**config.mk**
```make
export PLATFORM = sky130hd
export DESIGN_NAME = lm_sm_sequencer
export DESIGN_NICKNAME = d
export VERILOG_FILES = /design/src/rtl/lm_sm_sequencer.sv
export SDC_FILE = /design/constraint.sdc
export NUM_CORES = 1
export LEC_CHECK = 0
export ABC_CLOCK_PERIOD_IN_PS = 2600
export CAP_MARGIN = 20
export CORE_ASPECT_RATIO = 0.6
export CORE_MARGIN = 10
export CORE_UTILIZATION = 49
export CTS_CLUSTER_DIAMETER = 200
export DETAILED_ROUTE_END_ITERATION = 8
export GPL_TIMING_DRIVEN = 1
export PLACE_DENSITY_LB_ADDON = 0.3
export REMOVE_ABC_BUFFERS = 1
export SETUP_SLACK_MARGIN = 0.05
export SLEW_MARGIN = 10
export SYNTH_ARGS = -nofsm -noshare
export SYNTH_HDL_FRONTEND = slang
export SYNTH_SLANG_ARGS = --single-unit
```
**constraint.sdc**
```tcl
create_clock -name clk -period 2.6 [get_ports clk]
set_clock_uncertainty 0.05 [all_clocks]
set_input_delay 0.65 -clock clk [delete_from_list [all_inputs] [get_ports clk]]
set_output_delay 0.65 -clock clk [all_outputs]
set_load 0.005 [all_outputs]
```
**src/rtl/lm_sm_sequencer.sv**
```systemverilog
// ---------------------------------------------------------------------------
// lm_sm_sequencer
//
// Register-transfer sequencer for load-multiple / store-multiple. A register
// mask is walked lowest index first; each pending transfer is presented as a
// 3-bit register index plus a memory address that increments per transfer.
// The control FSM starts a sequence with `start` and steps it with `advance`
// once per completed memory transfer.
//
// Ports:
//   clk        rising-edge system clock
//   rst_n      synchronous active-low reset
//   start      begin a sequence (sampled in IDLE only)
//   mask       register mask, bit i set = transfer Ri (sampled with start)
//   base_addr  first memory address (sampled with start)
//   advance    current transfer complete (honoured only while valid)
//   busy       high in ACTIVE and DONE
//   valid      reg_idx / mem_addr describe a pending transfer
//   reg_idx    index of the lowest set bit of the pending mask
//   mem_addr   address of the current transfer
//   done       one-cycle pulse when the sequence finishes
//   count      transfers completed in the current / last sequence
// ---------------------------------------------------------------------------
module lm_sm_sequencer #(
  parameter int MASK_W = 8,
  parameter int ADDR_W = 16,
  parameter int CNT_W  = 4
) (
  input  logic              clk,
  input  logic              rst_n,
  input  logic              start,
  input  logic [MASK_W-1:0] mask,
  input  logic [ADDR_W-1:0] base_addr,
  input  logic              advance,
  output logic              busy,
  output logic              valid,
  output logic [2:0]        reg_idx,
  output logic [ADDR_W-1:0] mem_addr,
  output logic              done,
  output logic [CNT_W-1:0]  count
);

  localparam logic [1:0] ST_IDLE   = 2'd0;
  localparam logic [1:0] ST_ACTIVE = 2'd1;
  localparam logic [1:0] ST_DONE   = 2'd2;

  // Index of the least-significant set bit; 0 when the mask is empty.
  function automatic logic [2:0] lsb_index(input logic [MASK_W-1:0] m);
    logic [2:0] idx;
    idx = 3'd0;
    for (int i = MASK_W - 1; i >= 0; i--) begin
      if (m[i]) begin
        idx = i[2:0];
      end
    end
    return idx;
  endfunction

  logic [1:0]        state_r;
  logic [MASK_W-1:0] pending_r;
  logic [ADDR_W-1:0] addr_r;
  logic [CNT_W-1:0]  count_r;

  logic              busy_r;
  logic              valid_r;
  logic              done_r;
  logic [2:0]        reg_idx_r;

  logic [1:0]        state_nx_s;
  logic [MASK_W-1:0] pending_nx_s;
  logic [ADDR_W-1:0] addr_nx_s;
  logic [CNT_W-1:0]  count_nx_s;
  logic [MASK_W-1:0] pending_clr_s;

  // Dropping the lowest set bit: m & (m-1) clears exactly the bit lsb_index points at.
  always_comb begin
    pending_clr_s = pending_r & (pending_r - {{(MASK_W-1){1'b0}}, 1'b1});
  end

  // Next-state and datapath update for the sequencer FSM.
  always_comb begin
    state_nx_s   = state_r;
    pending_nx_s = pending_r;
    addr_nx_s    = addr_r;
    count_nx_s   = count_r;
    case (state_r)
      ST_IDLE: begin
        // start wins over a simultaneous advance, which is meaningless here.
        if (start) begin
          pending_nx_s = mask;
          addr_nx_s    = base_addr;
          count_nx_s   = {CNT_W{1'b0}};
          if (mask != {MASK_W{1'b0}}) begin
            state_nx_s = ST_ACTIVE;
          end else begin
            state_nx_s = ST_DONE;
          end
        end else begin
          state_nx_s = ST_IDLE;
        end
      end
      ST_ACTIVE: begin
        if (advance) begin
          pending_nx_s = pending_clr_s;
          addr_nx_s    = addr_r + {{(ADDR_W-1){1'b0}}, 1'b1};
          count_nx_s   = count_r + {{(CNT_W-1){1'b0}}, 1'b1};
          if (pending_clr_s == {MASK_W{1'b0}}) begin
            state_nx_s = ST_DONE;
          end else begin
            state_nx_s = ST_ACTIVE;
          end
        end else begin
          state_nx_s = ST_ACTIVE;
        end
      end
      ST_DONE: begin
        state_nx_s = ST_IDLE;
      end
      default: begin
        state_nx_s = ST_IDLE;
      end
    endcase
  end

  // State registers plus output flops; outputs are computed from the next
  // state so they line up with the state they describe, with no input-to-output path.
  always_ff @(posedge clk) begin
    if (!rst_n) begin
      state_r   <= ST_IDLE;
      pending_r <= {MASK_W{1'b0}};
      addr_r    <= {ADDR_W{1'b0}};
      count_r   <= {CNT_W{1'b0}};
      busy_r    <= 1'b0;
      valid_r   <= 1'b0;
      done_r    <= 1'b0;
      reg_idx_r <= 3'd0;
    end else begin
      state_r   <= state_nx_s;
      pending_r <= pending_nx_s;
      addr_r    <= addr_nx_s;
      count_r   <= count_nx_s;
      busy_r    <= (state_nx_s == ST_ACTIVE) || (state_nx_s == ST_DONE);
      valid_r   <= (state_nx_s == ST_ACTIVE);
      done_r    <= (state_nx_s == ST_DONE);
      if (state_nx_s == ST_ACTIVE) begin
        reg_idx_r <= lsb_index(pending_nx_s);
      end else begin
        reg_idx_r <= 3'd0;
      end
    end
  end

  assign busy     = busy_r;
  assign valid    = valid_r;
  assign done     = done_r;
  assign reg_idx  = reg_idx_r;
  assign mem_addr = addr_r;
  assign count    = count_r;

endmodule

```
Word level (Yosys, flattened, before mapping)
Index checks and enable logic that the tools add are counted.
Widths: inputs -> output; s select.
{ "op_classes": {"addsub": 3, "eq_ne": 5, "n_mux": 21, "n_bitwise": 3, "reduce_logical": 9} }
{ "op_table": {"columns": ["op", "count"], "rows": [
  ["$mux 16", 2],
  ["$pmux 16 s2", 1],
  ["$add 16x1->16 const B", 1],
  ["$mux 8", 2],
  ["$pmux 8 s2", 1],
  ["$mux 2", 6],
  ["$mux 3", 4],
  ["$and 8x8->8", 1],
  ["$logic_not 8->1", 1],
  ["$mux 4", 2],
  ["$pmux 4 s2", 1],
  ["$reduce_bool 8->1", 1],
  ["$sub 8x1->8 const B", 1],
  ["$reduce_or 6->1", 1],
  ["$add 4x1->4 const B", 1],
  ["$eq 2x1->1 const B", 2],
  ["$ne 2x2->1 const B", 2],
  ["$pmux 2 s2", 1],
  ["$reduce_or 4->1", 1],
  ["$reduce_and 3->1", 1],
  ["$reduce_or 3->1", 1],
  ["$eq 2x2->1 const B", 1],
  ["$logic_not 2->1", 1],
  ["$not 1->1", 2],
  ["other kinds (3)", 3]
]} }
{ "totals": {"regBits": 36, "input_bits": 28, "out_inout_bits": 26, "wordCells": 51} }

Longest topological paths before layout
{ "logic_depth": {"word_depth": 11, "depth_mapped": 10, "mapped_depth_nobuf": 10} }

Worst setup path before layout
No wires, ideal clock.
{ "synth_timing": {"path_type": "input port to flip-flop", "from": "in advance", "to": "reg reg_idx_r[0], in the netlist reg_idx[0]", "setup_time_ps": 127, "t_arrival_ps": 2133, "required_ps": 2423, "slack_ps": 290, "path_stages": 10, "n_path_buf": 0, "cell_sequence": "or3b_2 nor2_1 o22ai_1 a22oi_1 inv_1 ha_1 nand2_1 nor3_1 o2111ai_1 nand3_1"} }
{ "synth_via": {"elab_cells_between_ends": 14, "cone_classes": "eq/ne: 1; mux: 11; bitwise: 1; reduce/logical: 1"} }
{ "synth_lines": {"columns": ["item", "line_no", "text"], "rows": [
  ["start: declaration", "34", "input logic advance,"],
  ["$mux 2", "103", "if (advance) begin"],
  ["$pmux 2 s2", "86", "case (state_r)"],
  ["named net state_nx_s[0]", "69", "logic [1:0] state_nx_s;"],
  ["$eq 2x1->1", "145", "if (state_nx_s == ST_ACTIVE) begin"],
  ["$not 1->1 (no line)", null, null],
  ["$reduce_or 3->1 (no line)", null, null],
  ["end signal: assignment", "146", "reg_idx_r <= lsb_index(pending_nx_s);"],
  ["end: declaration", "67", "logic [2:0] reg_idx_r;"]
]} }
The timed path passes the listed nets, and every way through them passes these cells.
A chain may end at the register's enable or synchronous reset.

Worst setup path after layout
Same ends and word-level chain as after synthesis.

==> run metrics <==
RSZ-0062 raised after global routing false; initial antenna violation count 0; drt drc 0; HP Class reg -> reg; worst vdd ir ~0.32 mV; Async SR Flop Fraction 0%; largest net degree at the start of global routing 33; post-route ant nets 0; deepest clock path buffer count 2; dpl hpwl about 4800 um; ant diodes 0; vias roughly 2300; WS Path Type in -> reg; crit start category primary input; CP required ~2700 ps; vias per cell 5.89; WP buf/inv 2; worst path cell trace clkdlybuf4s50_1 -> or3b_4 -> nor2_2 -> o22ai_2 -> a22oi_2 -> inv_1 -> ha_2 -> nand2_4 -> nor3_4 -> o2111ai_1 -> nand3_1; PortBufs 53; CTS tree yes; Gate power share approximately 31%; Worst-path clk slew around 70 ps; final setup violation count 0; GRT overflow 0; Crit-path slowest cell clkdlybuf4s50_1; # H-tree levels 2; drt pass-1 iters 5; Pwr Total around 1.6 mW; row count 18; Seq cells post-synth 36; min cycle time layout ~2500 ps; first-pass GRT wire length 10700 um; fin area ~2900 sq um; root buf cell clkbuf_8; total wire length 6680 um; Yosys top cell area share around 35%; Cell Area, Synth between 2000 and 2500 sq um; power density over cell area 542 nW/um^2; die width between 100 and 150 um; Initial Util a little over 50%; crit-path max cell delay approximately 470 ps; f_max just over 400 MHz; top_reg_cell synth dfxtp_1; io pins 54; measured slew at the worst slew-check pin 523 ps; Post-Layout Cell Count 390; register-to-register setup slack around 200 ps; Distinct cells, synth between 50 and 60; Top Family by Delay on Critical Path simple AND/OR/NAND/NOR gates; Max Cap Viol 0; GRT Total Usage ~17%; clock power share around 27%; register share of total power a little over two fifths; fin util a little under three quarters; top cells by area, synth dfxtp_1, o21ai_0, nand2_1; cts hold-fix bufs 0; Leakage ~1.1 nW; Tcrit/Tclk final 94.4%; Max Slew Vio Count 0; Core Region roughly 4100 sq um; Clock Latency Late Sink ~290 ps; share of post-route cells with drive strength above 1 about 15%; Post-synth EDFFs 0; Psw ~0.5 mW; die height a little over 70 um; status finished, final reports clean; vias in the first global route 2073; Sw Share 32.1%; Routed WL per cell between 15 and 20 um; Yosys warning total 0; Iter 0 DRT Violations around 270; Final Hold Slack around 470 ps; CTS Buf Count 5; Die ar. approximately 7300 sq um; crit path DAT between 2000 and 3000 ps; Post-Synthesis Cells between 200 and 300; count of final hold-check violations 0; placed cells approximately 380; worst rel slew slack approximately 65%; Final GP Congestion 0.880; commonest non-fill, non-tap cell in the layout clkdlybuf4s50_1; sequential fraction of the synthesis area between 30 and 40%; nets 361; DP Area between 2000 and 3000 sq um; Worst Path Max Fanout 4; crit end category flip-flop; Syn Area/Cell ~8 sq um; most frequent cells in the layout clkdlybuf4s50_1, dfxtp_1, nand2_1; cell taking the most area after synthesis dfxtp_1; Int Pwr around 1.1 mW; Num Clock Sinks 36; Area Overhead vs Synth 40.9%
[stage by stage]
| step | setup TNS, ps | setup slack [ps] |
|---|---|---|
| floorplan | 0 | 235 |
| global placement | -653 | -233 |
| detailed placement | -1030 | -349 |
| CTS | 0 | 111 |
| global route | 0 | 59.6 |
| finish | 0 | 145 |
[worst reg2reg max path, stage by stage, from the launching register on]
cell,delay (ps)
dfxtp_1,360
or3_4,420
o41ai_1,460
o22ai_2,150
a22oi_2,210
inv_1,70
ha_2,200
nand2_4,80
nor3_4,60
o2111ai_1,120
nand3_1,110
[cell usage after synthesis (2+ instances only)]
cell        n
and4_1      2
nor4_1      6
clkbuf_1    7
ha_1        4
o21ai_0    18
and2_1     12
xor2_1      2
nand2b_1    4
a21oi_1    16
buf_2       5
o2bb2ai_1   2
nor3_1      8
and3_1      2
a21o_1      2
o21a_1      2
nand3_1    13
nand2_1    24
o31a_1      2
o211a_1     2
nor2b_1    12
o221a_2     3
mux2i_1     3
a211oi_1    3
nand3b_1    3
o22ai_1     2
a31oi_1     3
or3b_2      2
a21boi_0    2
dfxtp_1    36
nand4_1     4
a22oi_1     4
o41ai_1     2
a2bb2oi_1   2
inv_1       6
nor2_1     19
[cell type report]
class	instances	area, sq um
inverter	6	22.5
fill	340	1160
sequential	36	721
clock inverter	2	10.0
tap	60	75.1
timing repair buffer	75	696
multi-input combinational	205	1330
clock buffer	6	82.6
[state kept, by name, indices dropped and copies added (netlist names)]
name       flops
valid          1
done           1
busy           1
count          4
reg_idx        3
mem_addr      16
state_r        2
pending_r      8
[repair_timing]
action / in CTS / in global routing
setup endpoints to repair: 3 / 3
setup buffers: 1 / 0
resized for setup: 6 / 5
pin swaps: 1 / 3
[power by group through the flow]
| stage | Sequential (mW) | Clock (mW) | Combinational, mW |
|---|---|---|---|
| 2_1_floorplan | 0.667 | 0 | 0.223 |
| 3_3_place_gp | 0.676 | 0 | 0.452 |
| 3_5_place_dp | 0.678 | 0 | 0.462 |
| 4_1_cts | 0.665 | 0.428 | 0.480 |
| 5_1_grt | 0.678 | 0.456 | 0.535 |
| 6_report | 0.670 | 0.426 | 0.495 |
[kinds of logic (layout without fill, tap and decap cells)]
kind of cell | after synthesis | in the layout | share of synthesized area [%]
AOI/OAI and AO/OA | 74 | 74 | 24.4
xor gates and xnor gates | 2 | 2 | 0.841
adders and majority gates | 5 | 5 | 2.88
buffers and inverters | 19 | 89 | 3.72
DFF | 36 | 36 | 34.6
muxes | 4 | 4 | 1.98
and+or+nand+nor | 120 | 120 | 31.6
[final timing paths]
path                      startpoint                    end  cells past startpoint
max                          advance  reg_idx[0]$_SDFF_PP0_                     11
min            count[1]$_SDFFE_PN0P_  count[1]$_SDFFE_PN0P_                      2
max reg2reg  pending_r[3]$_SDFF_PN0_  reg_idx[0]$_SDFF_PP0_                     10
min reg2reg    count[1]$_SDFFE_PN0P_  count[1]$_SDFFE_PN0P_                      2
[metal layers]
layer	up-vias	global-route usage, %	wire (um)
met2	137	23.7	2820
li1	1097	-	-
met1	1051	25.1	3170
met3	11	4.76	594
met5	-	0	0
met4	0	5.99	93
(Power assumes the default switching activity.)
